## src/rtl/conv_pkg.sv

```systemverilog
// Shared types for the convolution frame streamer: FSM states, token layout, FIFO depth.
package conv_pkg;

  localparam int STREAM_FIFO_DEPTH = 2;
  localparam int CONV_DATA_WIDTH   = 8;

  typedef enum logic [1:0] {
    IDLE  = 2'd0,
    RUN   = 2'd1,
    DRAIN = 2'd2
  } conv_stream_state_t;

  // Marker order is fixed: sol is the MSB of the flag field.
  typedef struct packed {
    logic sol;
    logic eol;
    logic sof;
    logic eof;
  } conv_flags_t;

  typedef struct packed {
    logic [CONV_DATA_WIDTH-1:0] data;
    conv_flags_t                flags;
  } conv_token_t;

endpackage

```

## src/rtl/conv_stream_fifo.sv

```systemverilog
// Two-entry show-ahead token FIFO; the head entry is presented directly on head_tok.
module conv_stream_fifo
  import conv_pkg::*;
#(
  parameter int W = 12
) (
  input  logic                                   clk,
  input  logic                                   rst_n,
  input  logic                                   push,
  input  logic [W-1:0]                           push_tok,
  input  logic                                   pop,
  output logic [W-1:0]                           head_tok,
  output logic                                   head_vld,
  output logic [$clog2(STREAM_FIFO_DEPTH+1)-1:0] count
);

  localparam int PW = $clog2(STREAM_FIFO_DEPTH);
  localparam int CW = $clog2(STREAM_FIFO_DEPTH + 1);

  logic [STREAM_FIFO_DEPTH-1:0][W-1:0] mem_q, mem_d;
  logic [PW-1:0]                       wr_ptr_q, wr_ptr_d;
  logic [PW-1:0]                       rd_ptr_q, rd_ptr_d;
  logic [CW-1:0]                       count_q, count_d;
  logic                                do_push, do_pop;

  assign do_pop  = pop && (count_q != '0);
  assign do_push = push && ((count_q < CW'(STREAM_FIFO_DEPTH)) || do_pop);

  always_comb begin
    mem_d    = mem_q;
    wr_ptr_d = wr_ptr_q;
    rd_ptr_d = rd_ptr_q;
    if (do_push) begin
      mem_d[wr_ptr_q] = push_tok;
      wr_ptr_d        = wr_ptr_q + 1'b1;
    end
    if (do_pop) rd_ptr_d = rd_ptr_q + 1'b1;
    count_d = count_q + CW'(do_push) - CW'(do_pop);
  end

  always_ff @(posedge clk or negedge rst_n) begin
    if (!rst_n) begin
      mem_q    <= '0;
      wr_ptr_q <= '0;
      rd_ptr_q <= '0;
      count_q  <= '0;
    end else begin
      mem_q    <= mem_d;
      wr_ptr_q <= wr_ptr_d;
      rd_ptr_q <= rd_ptr_d;
      count_q  <= count_d;
    end
  end

  assign head_tok = mem_q[rd_ptr_q];
  assign head_vld = (count_q != '0);
  assign count    = count_q;

endmodule

```

## src/rtl/conv_frame_streamer.sv

```systemverilog
// Reads a stored frame in raster order and streams it with valid/ready and line/frame markers.
// Define CONV_STREAM_PAD_INSERT_EN to wrap the frame in a one-pixel zero border.
module conv_frame_streamer
  import conv_pkg::*;
#(
  parameter int DATA_WIDTH    = CONV_DATA_WIDTH,
  parameter int BUFFER_LENGTH = 2000,
  parameter int ADDR_WIDTH    = 22
) (
  input  logic                             clk,
  input  logic                             rst_n,
  input  logic                             start,
  input  logic [$clog2(BUFFER_LENGTH)-1:0] frame_column_size,
  input  logic [$clog2(BUFFER_LENGTH)-1:0] frame_row_size,
  input  logic [ADDR_WIDTH-1:0]            base_addr,
  output logic                             mem_rd_en,
  output logic [ADDR_WIDTH-1:0]            mem_addr,
  input  logic [DATA_WIDTH-1:0]            mem_rd_data,
  output logic [DATA_WIDTH-1:0]            out_point,
  output logic                             out_valid,
  input  logic                             out_ready,
  output logic                             out_sol,
  output logic                             out_eol,
  output logic                             out_sof,
  output logic                             out_eof,
  output logic                             busy,
  output logic                             done
);

  // One extra bit so the padded size (C+2) never wraps.
  localparam int EW = $clog2(BUFFER_LENGTH) + 1;
  localparam int TW = DATA_WIDTH + $bits(conv_flags_t);
  localparam int CW = $clog2(STREAM_FIFO_DEPTH + 1);

`ifdef CONV_STREAM_PAD_INSERT_EN
  localparam logic [EW-1:0] PAD_EXTRA = EW'(2);
`else
  localparam logic [EW-1:0] PAD_EXTRA = '0;
`endif

  conv_stream_state_t    state_q, state_d;
  logic [EW-1:0]         col_q, col_d, row_q, row_d;
  logic [EW-1:0]         ce_q, ce_d, re_q, re_d;
  logic [ADDR_WIDTH-1:0] ptr_q, ptr_d;
  logic                  zero_done_q, zero_done_d;
  logic                  vld_pipe_q, vld_pipe_d;
  logic                  pad_pipe_q, pad_pipe_d;
  conv_flags_t           flags_pipe_q, flags_pipe_d;

  logic                  start_acc, size_zero;
  logic                  last_col, last_row, is_border;
  logic                  issue, pop, credit_ok, drain_empty;
  logic [TW-1:0]         push_tok, head_tok;
  logic [DATA_WIDTH-1:0] push_data;
  logic                  fifo_vld;
  logic [CW-1:0]         fifo_count;

  assign start_acc = start && (state_q == IDLE);
  assign size_zero = (frame_column_size == '0) || (frame_row_size == '0);
  assign last_col  = (col_q == ce_q - 1'b1);
  assign last_row  = (row_q == re_q - 1'b1);

`ifdef CONV_STREAM_PAD_INSERT_EN
  assign is_border = (row_q == '0) || last_row || (col_q == '0) || last_col;
`else
  assign is_border = 1'b0;
`endif

  // Tokens already queued or in flight must fit in the FIFO after this cycle's pop.
  assign pop         = fifo_vld & out_ready;
  assign credit_ok   = ({1'b0, fifo_count} + {2'b00, vld_pipe_q}) < (3'd2 + {2'b00, pop});
  assign drain_empty = (fifo_count == '0) && !vld_pipe_q;

  // FSM: state register
  always_ff @(posedge clk or negedge rst_n) begin
    if (!rst_n) state_q <= IDLE;
    else        state_q <= state_d;
  end

  // FSM: next state
  always_comb begin
    state_d = state_q;
    case (state_q)
      IDLE:    if (start_acc && !size_zero) state_d = RUN;
      RUN:     if (issue && last_row && last_col) state_d = DRAIN;
      DRAIN:   if (drain_empty) state_d = IDLE;
      default: state_d = IDLE;
    endcase
  end

  // FSM: outputs
  always_comb begin
    issue = 1'b0;
    busy  = 1'b0;
    done  = 1'b0;
    case (state_q)
      RUN: begin
        issue = credit_ok;
        busy  = 1'b1;
      end
      DRAIN: begin
        busy = 1'b1;
        done = drain_empty;
      end
      default: ;
    endcase
    mem_rd_en = issue & ~is_border;
    done      = done | zero_done_q;
  end

  // Raster counters and the read pointer; border slots never advance the pointer.
  always_comb begin
    col_d       = col_q;
    row_d       = row_q;
    ce_d        = ce_q;
    re_d        = re_q;
    ptr_d       = ptr_q;
    zero_done_d = 1'b0;
    if (start_acc) begin
      ce_d        = EW'(frame_column_size) + PAD_EXTRA;
      re_d        = EW'(frame_row_size) + PAD_EXTRA;
      ptr_d       = base_addr;
      col_d       = '0;
      row_d       = '0;
      zero_done_d = size_zero;
    end else if (issue) begin
      if (mem_rd_en) ptr_d = ptr_q + 1'b1;
      if (last_col) begin
        col_d = '0;
        row_d = row_q + 1'b1;
      end else begin
        col_d = col_q + 1'b1;
      end
    end
  end

  always_comb begin
    vld_pipe_d       = issue;
    pad_pipe_d       = is_border;
    flags_pipe_d.sol = (col_q == '0);
    flags_pipe_d.eol = last_col;
    flags_pipe_d.sof = (row_q == '0) && (col_q == '0);
    flags_pipe_d.eof = last_row && last_col;
  end

  always_ff @(posedge clk or negedge rst_n) begin
    if (!rst_n) begin
      col_q        <= '0;
      row_q        <= '0;
      ce_q         <= '0;
      re_q         <= '0;
      ptr_q        <= '0;
      zero_done_q  <= 1'b0;
      vld_pipe_q   <= 1'b0;
      pad_pipe_q   <= 1'b0;
      flags_pipe_q <= '0;
    end else begin
      col_q        <= col_d;
      row_q        <= row_d;
      ce_q         <= ce_d;
      re_q         <= re_d;
      ptr_q        <= ptr_d;
      zero_done_q  <= zero_done_d;
      vld_pipe_q   <= vld_pipe_d;
      pad_pipe_q   <= pad_pipe_d;
      flags_pipe_q <= flags_pipe_d;
    end
  end

  assign mem_addr  = ptr_q;
  assign push_data = pad_pipe_q ? {DATA_WIDTH{1'b0}} : mem_rd_data;
  assign push_tok  = {push_data, flags_pipe_q};

  conv_stream_fifo #(.W(TW)) u_fifo (
    .clk      (clk),
    .rst_n    (rst_n),
    .push     (vld_pipe_q),
    .push_tok (push_tok),
    .pop      (pop),
    .head_tok (head_tok),
    .head_vld (fifo_vld),
    .count    (fifo_count)
  );

  assign out_valid = fifo_vld;
  assign {out_point, out_sol, out_eol, out_sof, out_eof} = head_tok;

endmodule

```

## config.mk

```make
export PLATFORM = sky130hd
export DESIGN_NAME = conv_frame_streamer
export DESIGN_NICKNAME = d
export VERILOG_FILES = /design/src/rtl/conv_pkg.sv /design/src/rtl/conv_stream_fifo.sv /design/src/rtl/conv_frame_streamer.sv
export SDC_FILE = /design/constraint.sdc
export NUM_CORES = 1
export LEC_CHECK = 0
export BUFFER_PORTS_ARGS = -buffer_cell sky130_fd_sc_hd__buf_2
export CAP_MARGIN = 10
export CORE_UTILIZATION = 40
export DETAILED_ROUTE_END_ITERATION = 10
export GPL_TIMING_DRIVEN = 0
export HOLD_SLACK_MARGIN = 0.03
export PLACE_DENSITY_LB_ADDON = 0.08
export SYNTH_ARGS = -nofsm -noshare
export SYNTH_HDL_FRONTEND = slang
export SYNTH_SLANG_ARGS = --single-unit
export TNS_END_PERCENT = 1
```

## constraint.sdc

```tcl
create_clock -name clk -period 3.81 [get_ports clk]
set_input_delay 0.9525 -clock clk [delete_from_list [all_inputs] [get_ports clk]]
set_output_delay 0.9525 -clock clk [all_outputs]
set_load 0.005 [all_outputs]
```

==> After elaboration in Yosys (flattened, before gate mapping) <==
Cells that the tools add are included.
{ "totals": {"elab_cells": 89, "output_inout_bits": 38, "regBits": 104} }
{ "classes": {"add_sub_neg": 11, "n_eq_ne": 7, "mux": 21, "reduce_logical": 26, "bitwise": 2, "n_lt_le_gt_ge": 5} }
{ "op_table": {"columns": ["operator", "count"], "rows": [
  ["$mux W12", 9],
  ["$mux W22", 2],
  ["$add A12 B1 Y12 const B", 2],
  ["$bwmux W24", 1],
  ["$eq A12 B12 Y1", 2],
  ["$logic_not A12 Y1", 2],
  ["$sub A11 B1 Y12 const B", 2],
  ["$add A22 B1 Y22 const B", 1],
  ["$logic_not A11 Y1", 2],
  ["$demux W12 S1", 1],
  ["$logic_and A1 B1 Y1", 10],
  ["$mux W2", 3],
  ["$pmux W2 S3", 1],
  ["$reduce_bool A2 Y1", 3],
  ["$logic_not A2 Y1", 2],
  ["$lt A1 B2 Y1 const B", 2],
  ["$mux W1", 4],
  ["$ne A2 B2 Y1 const B", 2],
  ["$add A2 B1 Y3", 1],
  ["$add A2 B1 Y3 const A", 1],
  ["$lt A3 B3 Y1", 1],
  ["$reduce_and A3 Y1", 1],
  ["$add A1 B1 Y1 const B", 2],
  ["$add A2 B1 Y2", 1],
  ["other kinds (12)", 14]
]} }

==> Logic depth before layout (Yosys ltp) <==
Gate-level depths: netlist (run 1).
{ "depth": {"depth_word": 9, "depth_mapped": 11, "ltp_nobuf": 9} }

==> Hierarchy <==
A second synthesis (run 1) with hierarchy kept.
{ "unflattened": {"cells_unflattened": 647, "area_unflattened_um2": 6122.1} }
{ "by_module_without_submodules": {"columns": ["module", "cells_per_inst", "area_per_inst_um2", "instances"], "rows": [
  ["conv_frame_streamer", 567, 4802.1, 1],
  ["conv_stream_fifo", 80, 1320.0, 1]
]} }

==> Worst setup path before layout (run 1) <==
No wires, ideal clock.
{ "synth_path": {"kind": "register -> register", "startpoint": "reg ce_q[0]", "endpoint": "reg row_q[4]", "setup_time_ps": 78, "period_less_slack_ps": 2885, "required_time_ps": 3732, "slack_ps": 925, "arrival_ps": 2807, "path_stages_with_launch": 11, "path_cell_list": "dfrtp_1 clkbuf_1 inv_1 ha_1 nor4b_1 nand2_1 a211o_1 a221oi_1 nand4_4 or4_1 a21oi_1"} }
{ "synth_between": {"elab_chain_cells": 4} }
{ "synth_rtl": {"columns": ["element", "line_no", "source"], "rows": [
  ["from (decl)", "conv_frame_streamer.sv:43", "logic [EW-1:0] ce_q, ce_d, re_q, re_d;"],
  ["from (signal assigned)", "conv_frame_streamer.sv:150", "ce_q <= '0;"],
  ["from (signal assigned)", "conv_frame_streamer.sv:160", "ce_q <= ce_d;"],
  ["$sub A11 B1 Y12", "conv_frame_streamer.sv:60", "assign last_col = (col_q == ce_q - 1'b1);"],
  ["$eq A12 B12 Y1", "conv_frame_streamer.sv:60", null],
  ["$reduce_bool A2 Y1 (no source line)", null, null],
  ["$reduce_and A2 Y1 (no source line)", null, null],
  ["to (signal assigned)", "conv_frame_streamer.sv:159", "row_q <= row_d;"],
  ["to (decl)", "conv_frame_streamer.sv:42", "logic [EW-1:0] col_q, col_d, row_q, row_d;"]
]} }
Every way passes these cells.
A chain may end at the register's enable or synchronous reset.

==> Worst setup path in the final report (run 1) <==
Same ends and word-level chain as after synthesis.

==> metrics.txt, run 1 <==
Synth-to-Final Area Change=17.58%; dpl hpwl=10990 um; r2r endpoint=row_q[4]; setup tns final=0 ps; fin. max-slew vios=0; crit share post-route=85.80%; Pint=0.003019 W; Top FF cell, synth=dfrtp_1; placed cells=896; power per cell area=722.1 mW/mm^2; Post-Layout Cell Count=912; Cells on Worst Hold Path=1; stages on the worst setup path=10; sequential fraction of the synthesis area=44.06%; Seq pwr share=37.8%; # clock sinks=104; CTS tree=yes; crit-path max FO=9; gp weighted congestion=0.8303; core footprint=0.01448 mm^2; setup bufs post-CTS=0; post-synth top area cell=dfrtp_1; Synth Net Count=690; buffer and inverter count on the worst path=2; number of core rows=44; CP Capture Type=flop; count leader, synth=nand2_1; largest net degree at the start of global routing=68; register bit count reported by yosys=104; first-pass GRT wire length=24140 um; Total Power=0.005015 W; synth warn=0; all-layer global routing usage=20.71%; relative slew slack=55.02%; fin nets=795; design area=0.006945 mm^2; Yosys cell types=62; multi-input combinational cell area=0.003100 mm^2; post-synthesis instance area=0.005907 mm^2; post-cts sizing count=0; WP data required=4080 ps; critical path's top delay family=simple AND/OR/NAND/NOR gates; worst skew pair latency=350 ps; Psw=0.001996 W; reg2reg setup slack=540 ps; Switching Share=39.80%; GRT Residual Overflow=0; Post-synth EDFFs=0; root buffer cell=clkbuf_16; Num CTS Buffers=9; vias in the first global route=4655; critical path class=reg2reg; Clock Skews=7.908 ps; Post-Synthesis Cells=618; initial antenna violation count=0; crit-path cells=clkbuf_1 -> inv_1 -> ha_1 -> nor4b_1 -> nand2_1 -> a211o_1 -> a221oi_1 -> nand4_4 -> or4_1 -> a21oi_1; Hold Vio Cnt, Final=0; Async SR Flop Fraction=100.0%; H-tree levels=3; Final min period=3269 ps; WL/cell=16.35 um; Pleak=3.127 nW; effective utilization at floorplan=40.80%; Pre-antenna DRT Iters=5; DRT antenna net count=0; Die Width=123.5 um; CP max-delay cell=a221oi_1; initial drt markers=346; drt drc=0; worst r2r src=ce_q[0]; count of final setup violators=0; average size of a mapped cell=9.558 um^2; max cap viols=0; path depth of the worst reg2reg path=10; PortBufs=93; Chip Height=123.5 um; Worst Path Arrival=3540 ps; Worst-Margin Slew=668.6 ps; fmax=0.3059 GHz; via count=4952; Clk pin slew, worst setup/hold paths=80 ps; sequential cell area=0.002603 mm^2; status=completed; RSZ-0062 raised after global routing=false; CP peak stage delay=570 ps; min-delay worst type=reg2reg; maximum vdd drop=273.2 uV; CP Launch Type=flop; Yosys top cell area share=44.06%; IO Count=94; CP endpoint=row_q[4]; # hold bufs at CTS=0; Worst Setup SP=ce_q[0]; Area after DPL=0.006633 mm^2; filler cell count=1402; Clock Power Share=19.8%; top cells by area, synth=dfrtp_1, nand2_1, mux2_2, xnor2_1, xor2_1; Gate power share=42.4%; Finished Core Util=47.97%; total detailed-routing wirelength=14920 um; Ant. Diodes=0; layout cells sized above 1=22.12%; CTS max path bufs=2; Die Area=0.01526 mm^2; Synth top cells by count=nand2_1, dfrtp_1, o21ai_0; DR vias/cell=5.430
[per-stage QoR]
step	hold slack, ps	setup WS [ps]
after global placement	481.2	564.6
after CTS	503.3	531.0
final	501.1	541.1
after global routing	522.4	312.1
after detailed placement	488.8	551.2
after floorplan	468.0	924.9
[worst min path at each step]
stage	from	end	slack, ps
2_1_floorplan	u_fifo.wr_ptr_q	u_fifo.wr_ptr_q	470
3_3_place_gp	u_fifo.mem_q[22]	u_fifo.mem_q[22]	480
3_5_place_dp	u_fifo.mem_q[18]	u_fifo.mem_q[18]	490
4_1_cts	u_fifo.wr_ptr_q	u_fifo.wr_ptr_q	500
5_1_grt	u_fifo.wr_ptr_q	u_fifo.wr_ptr_q	520
6_report	u_fifo.wr_ptr_q	u_fifo.wr_ptr_q	500
[cell families after synthesis]
family,Yosys count,synth area share [%]
simple gates,258,22.39
flops,104,44.06
compound gates,89,10.15
xor+xnor,57,8.685
buf+inv,52,3.453
mux,42,7.880
fa+ha+maj,16,3.389
[worst register-to-register path, cell delays in order, from the launching register on]
cell,delay (ps)
dfrtp_1,330
clkbuf_1,280
inv_1,100
ha_1,290
nor4b_1,320
nand2_1,80
a211o_1,300
a221oi_1,570
nand4_4,250
or4_1,510
a21oi_1,160
[power groups by stage]
stage                     clock (W)  combinational (W)  sequential, W
after global routing        0.00106            0.00242        0.00197
after floorplan                   0            0.00150        0.00183
after global placement            0            0.00208        0.00189
after CTS                   0.00101            0.00215        0.00190
after detailed placement          0            0.00213        0.00192
final                      0.000992            0.00213        0.00190
[cell type report]
cell class	instances	share of cell area (%)
multi-input cells	462	44.64
flip-flops and latches	104	37.47
repair buffers	94	7.134
clock buffers	10	3.441
well taps	184	3.315
inverters	28	1.513
plain buffers	24	1.423
clock inverters	6	1.063
[sequential cells by signal (all words and copies together), names as in the netlist]
| signal | count |
|---|---|
| ce_q | 11 |
| col_q | 12 |
| flags_pipe_q | 4 |
| mem_addr | 22 |
| re_q | 11 |
| row_q | 12 |
| state_q | 2 |
| u_fifo.count | 2 |
| u_fifo.mem_q | 24 |
| u_fifo.rd_ptr_q | 1 |
| u_fifo.wr_ptr_q | 1 |
| vld_pipe_q | 1 |
| zero_done_q | 1 |
[cells in the final DEF (no fill, tap or decap), types with 8 or more instances in the layout]
cell type  instances
xnor2_1           31
inv_1             27
nor4_1            15
o21ai_0           42
xor2_1            25
mux2_2            36
dfrtp_1          104
nor3_1            17
nand2_1          110
ha_1              16
clkbuf_16          9
clkbuf_1          20
nand3_1           29
a21oi_1            9
nor2_1            22
buf_2             93
and3_1             8
nand4_1           10
[per-layer routing]
layer  up-vias  share of wire, %  routed length [um]  track usage, %
met2       102                46                6874           32.51
met4         0               1.3                 187           7.078
li1       2395                 -                   -               -
met3        11               3.7                 559           2.537
met5         -                 0                   0               0
met1      2444                49                7294           29.40
No activity file was read; power rests on OpenSTA's default activity.
==> run 2: changes to the inputs <==
Settings changed: BUFFER_PORTS_ARGS -buffer_cell sky130_fd_sc_hd__buf_2 to default, DONT_BUFFER_PORTS from default to 1.
==> metrics.txt, run 2 (synthesis gave the netlist of run 1 again) <==
status=completed; multi-input combinational cell area=0.003100 mm^2 (unchanged); Num CTS Buffers=9 (unchanged); largest net degree at the start of global routing=105 (+54%); CTS tree=yes; Die Width=123.5 um (unchanged); Final min period=3335 ps (+66.24 ps); max cap viols=0 (unchanged); effective utilization at floorplan=40.80% (unchanged); WP data required=4090 ps (about the same); layout cells sized above 1=10.41% (-12 points); r2r endpoint=row_q[4]; PortBufs=0 (-100%); fin nets=701 (-12%); commonest non-fill, non-tap cell in the layout=nand2_1; Total Power=0.004729 W (-5.7%); # hold bufs at CTS=0 (unchanged); most frequent cells in the layout=nand2_1, dfrtp_1, o21ai_0, mux2_2, xnor2_1; maximum vdd drop=231.8 uV (-15%); Hold Vio Cnt, Final=0 (unchanged); max reg flops=24 (unchanged); core footprint=0.01448 mm^2 (unchanged); Worst Hold Margin=291.1 ps (-210.0 ps); crit share post-route=87.54% (+1.7 points); critical path's top delay family=simple AND/OR/NAND/NOR gates; Synth-to-Final Area Change=8.939%; Worst-Margin Slew=749.3 ps (+80.74 ps); buffer and inverter count on the worst path=2 (unchanged); # clock sinks=104 (unchanged); Pleak=2.717 nW (-13%); DR vias/cell=5.549 (+2.2%); stages on the worst setup path=10 (unchanged); Clock Skews=5.486 ps (-2.422 ps); gp weighted congestion=0.7830 (-5.7%); critical path class=reg2reg; filler cell count=1403 (+0.071%); first-pass GRT wire length=23380 um (-3.1%); path depth of the worst reg2reg path=10 (unchanged); setup tns final=0 ps (unchanged); CP peak stage delay=560 ps (about the same); count of final setup violators=0 (unchanged); post-cts sizing count=0 (unchanged); CP endpoint=row_q[4]; CP Capture Type=flop; Clk pin slew, worst setup/hold paths=70 ps (about the same); IO Count=94 (unchanged); fin. max-slew vios=0 (unchanged); via count=4539 (-8.3%); fmax=0.2998 GHz (-2.0%); min-delay worst type=in2async; Ant. Diodes=0 (unchanged); Area after DPL=0.006137 mm^2 (-7.5%); vias in the first global route=4469 (-4.0%); Pre-antenna DRT Iters=4 (-1); worst r2r src=ce_q[0]; H-tree levels=3 (unchanged); Largest Register=u_fifo.mem_q; initial drt markers=442 (+28%); Finished Core Util=44.44% (-3.5 points); CP max-delay cell=a221oi_1; GRT Residual Overflow=0 (unchanged); Worst Setup SP=ce_q[0]; DRT antenna net count=0 (unchanged); Die Area=0.01526 mm^2 (unchanged); sequential cell area=0.002603 mm^2 (unchanged); drt drc=0 (unchanged); initial antenna violation count=0 (unchanged); Worst Path Arrival=3610 ps (+70 ps); crit-path max FO=9 (unchanged); worst skew pair latency=350 ps (about the same); dpl hpwl=10570 um (-3.8%); number of core rows=44 (unchanged); RSZ-0062 raised after global routing=false; all-layer global routing usage=20.18% (-0.53 points); total detailed-routing wirelength=14500 um (-2.8%); power per cell area=734.9 mW/mm^2 (+1.8%); WL/cell=17.73 um (+8.4%); Chip Height=123.5 um (unchanged); relative slew slack=50.04% (-5.0 points); reg2reg setup slack=470 ps (-70 ps); crit-path cells=clkbuf_1 -> inv_1 -> ha_1 -> nor4b_1 -> nand2_1 -> a211o_1 -> a221oi_1 -> nand4_4 -> or4_1 -> a21oi_1; root buffer cell=clkbuf_16; design area=0.006435 mm^2 (-7.4%); CP Launch Type=flop; setup bufs post-CTS=0 (unchanged); CTS max path bufs=2 (unchanged)
[run 2: changes by cell type in the layout (fill, tap and decap cells not counted)]
cell / change
buf_4: -1
buf_2: -92
clkinvlp_4: +1
clkinv_2: +1
clkbuf_8: -1
buf_16: -1
clkbuf_1: +1
inv_6: -2
[run 2: layout make-up]
class / count / area share, %
Multi-Input combinational cell: 462 / 48.18
Sequential cell: 104 / 40.44
Tap cell: 184 / 3.578
Clock buffer: 10 / 3.558
Inverter: 28 / 1.633
Buffer: 24 / 1.536
Clock inverter: 6 / 1.069
[run 2: worst register-to-register path, stage by stage (launching register included)]
cell and delay, ps:
dfrtp_1 320, clkbuf_1 280, inv_1 100, ha_1 300
nor4b_1 360, nand2_1 110, a211o_1 310, a221oi_1 560
nand4_4 250, or4_1 520, a21oi_1 150
[run 2: worst min path at each step]
stage / from / endpoint / slack (ps) / depth (start not counted)
after floorplan: u_fifo.wr_ptr_q / u_fifo.wr_ptr_q / 470 / 1
after global placement: u_fifo.mem_q[22] / u_fifo.mem_q[22] / 480 / 1
after detailed placement: u_fifo.mem_q[19] / u_fifo.mem_q[19] / 490 / 1
after CTS: rst_n / u_fifo.mem_q[10] / 280 / 0
after global routing: rst_n / u_fifo.mem_q[10] / 270 / 0
final: rst_n / u_fifo.mem_q[10] / 290 / 0
[run 2: where the power goes]
group	internal, W	total (W)	switching, W
Clock	0.000514	0.000952	0.000438
Combinational	0.000826	0.00185	0.00103
Sequential	0.00150	0.00192	0.000423
Total	0.00284	0.00473	0.00189
[run 2: layer usage]
layer  wire length, um  GRT usage (%)  part of all wire [%]  vias to the layer above
met5                 0              0                     0                        -
li1                  -              -                     -                     2202
met1              6911          27.88                    48                     2216
met4               271          7.982                   1.9                        0
met2              6538          31.56                    45                      106
met3               779          3.137                   5.4                       15
[run 2: stage by stage]
step / worst slack [ps] / std cells
detailed placement: 471.3 / 802
global route: 107.5 / 818
finish: 474.9 / 818
CTS: 457.7 / 818
global placement: 610.1 / 802
floorplan: 924.9 / 618
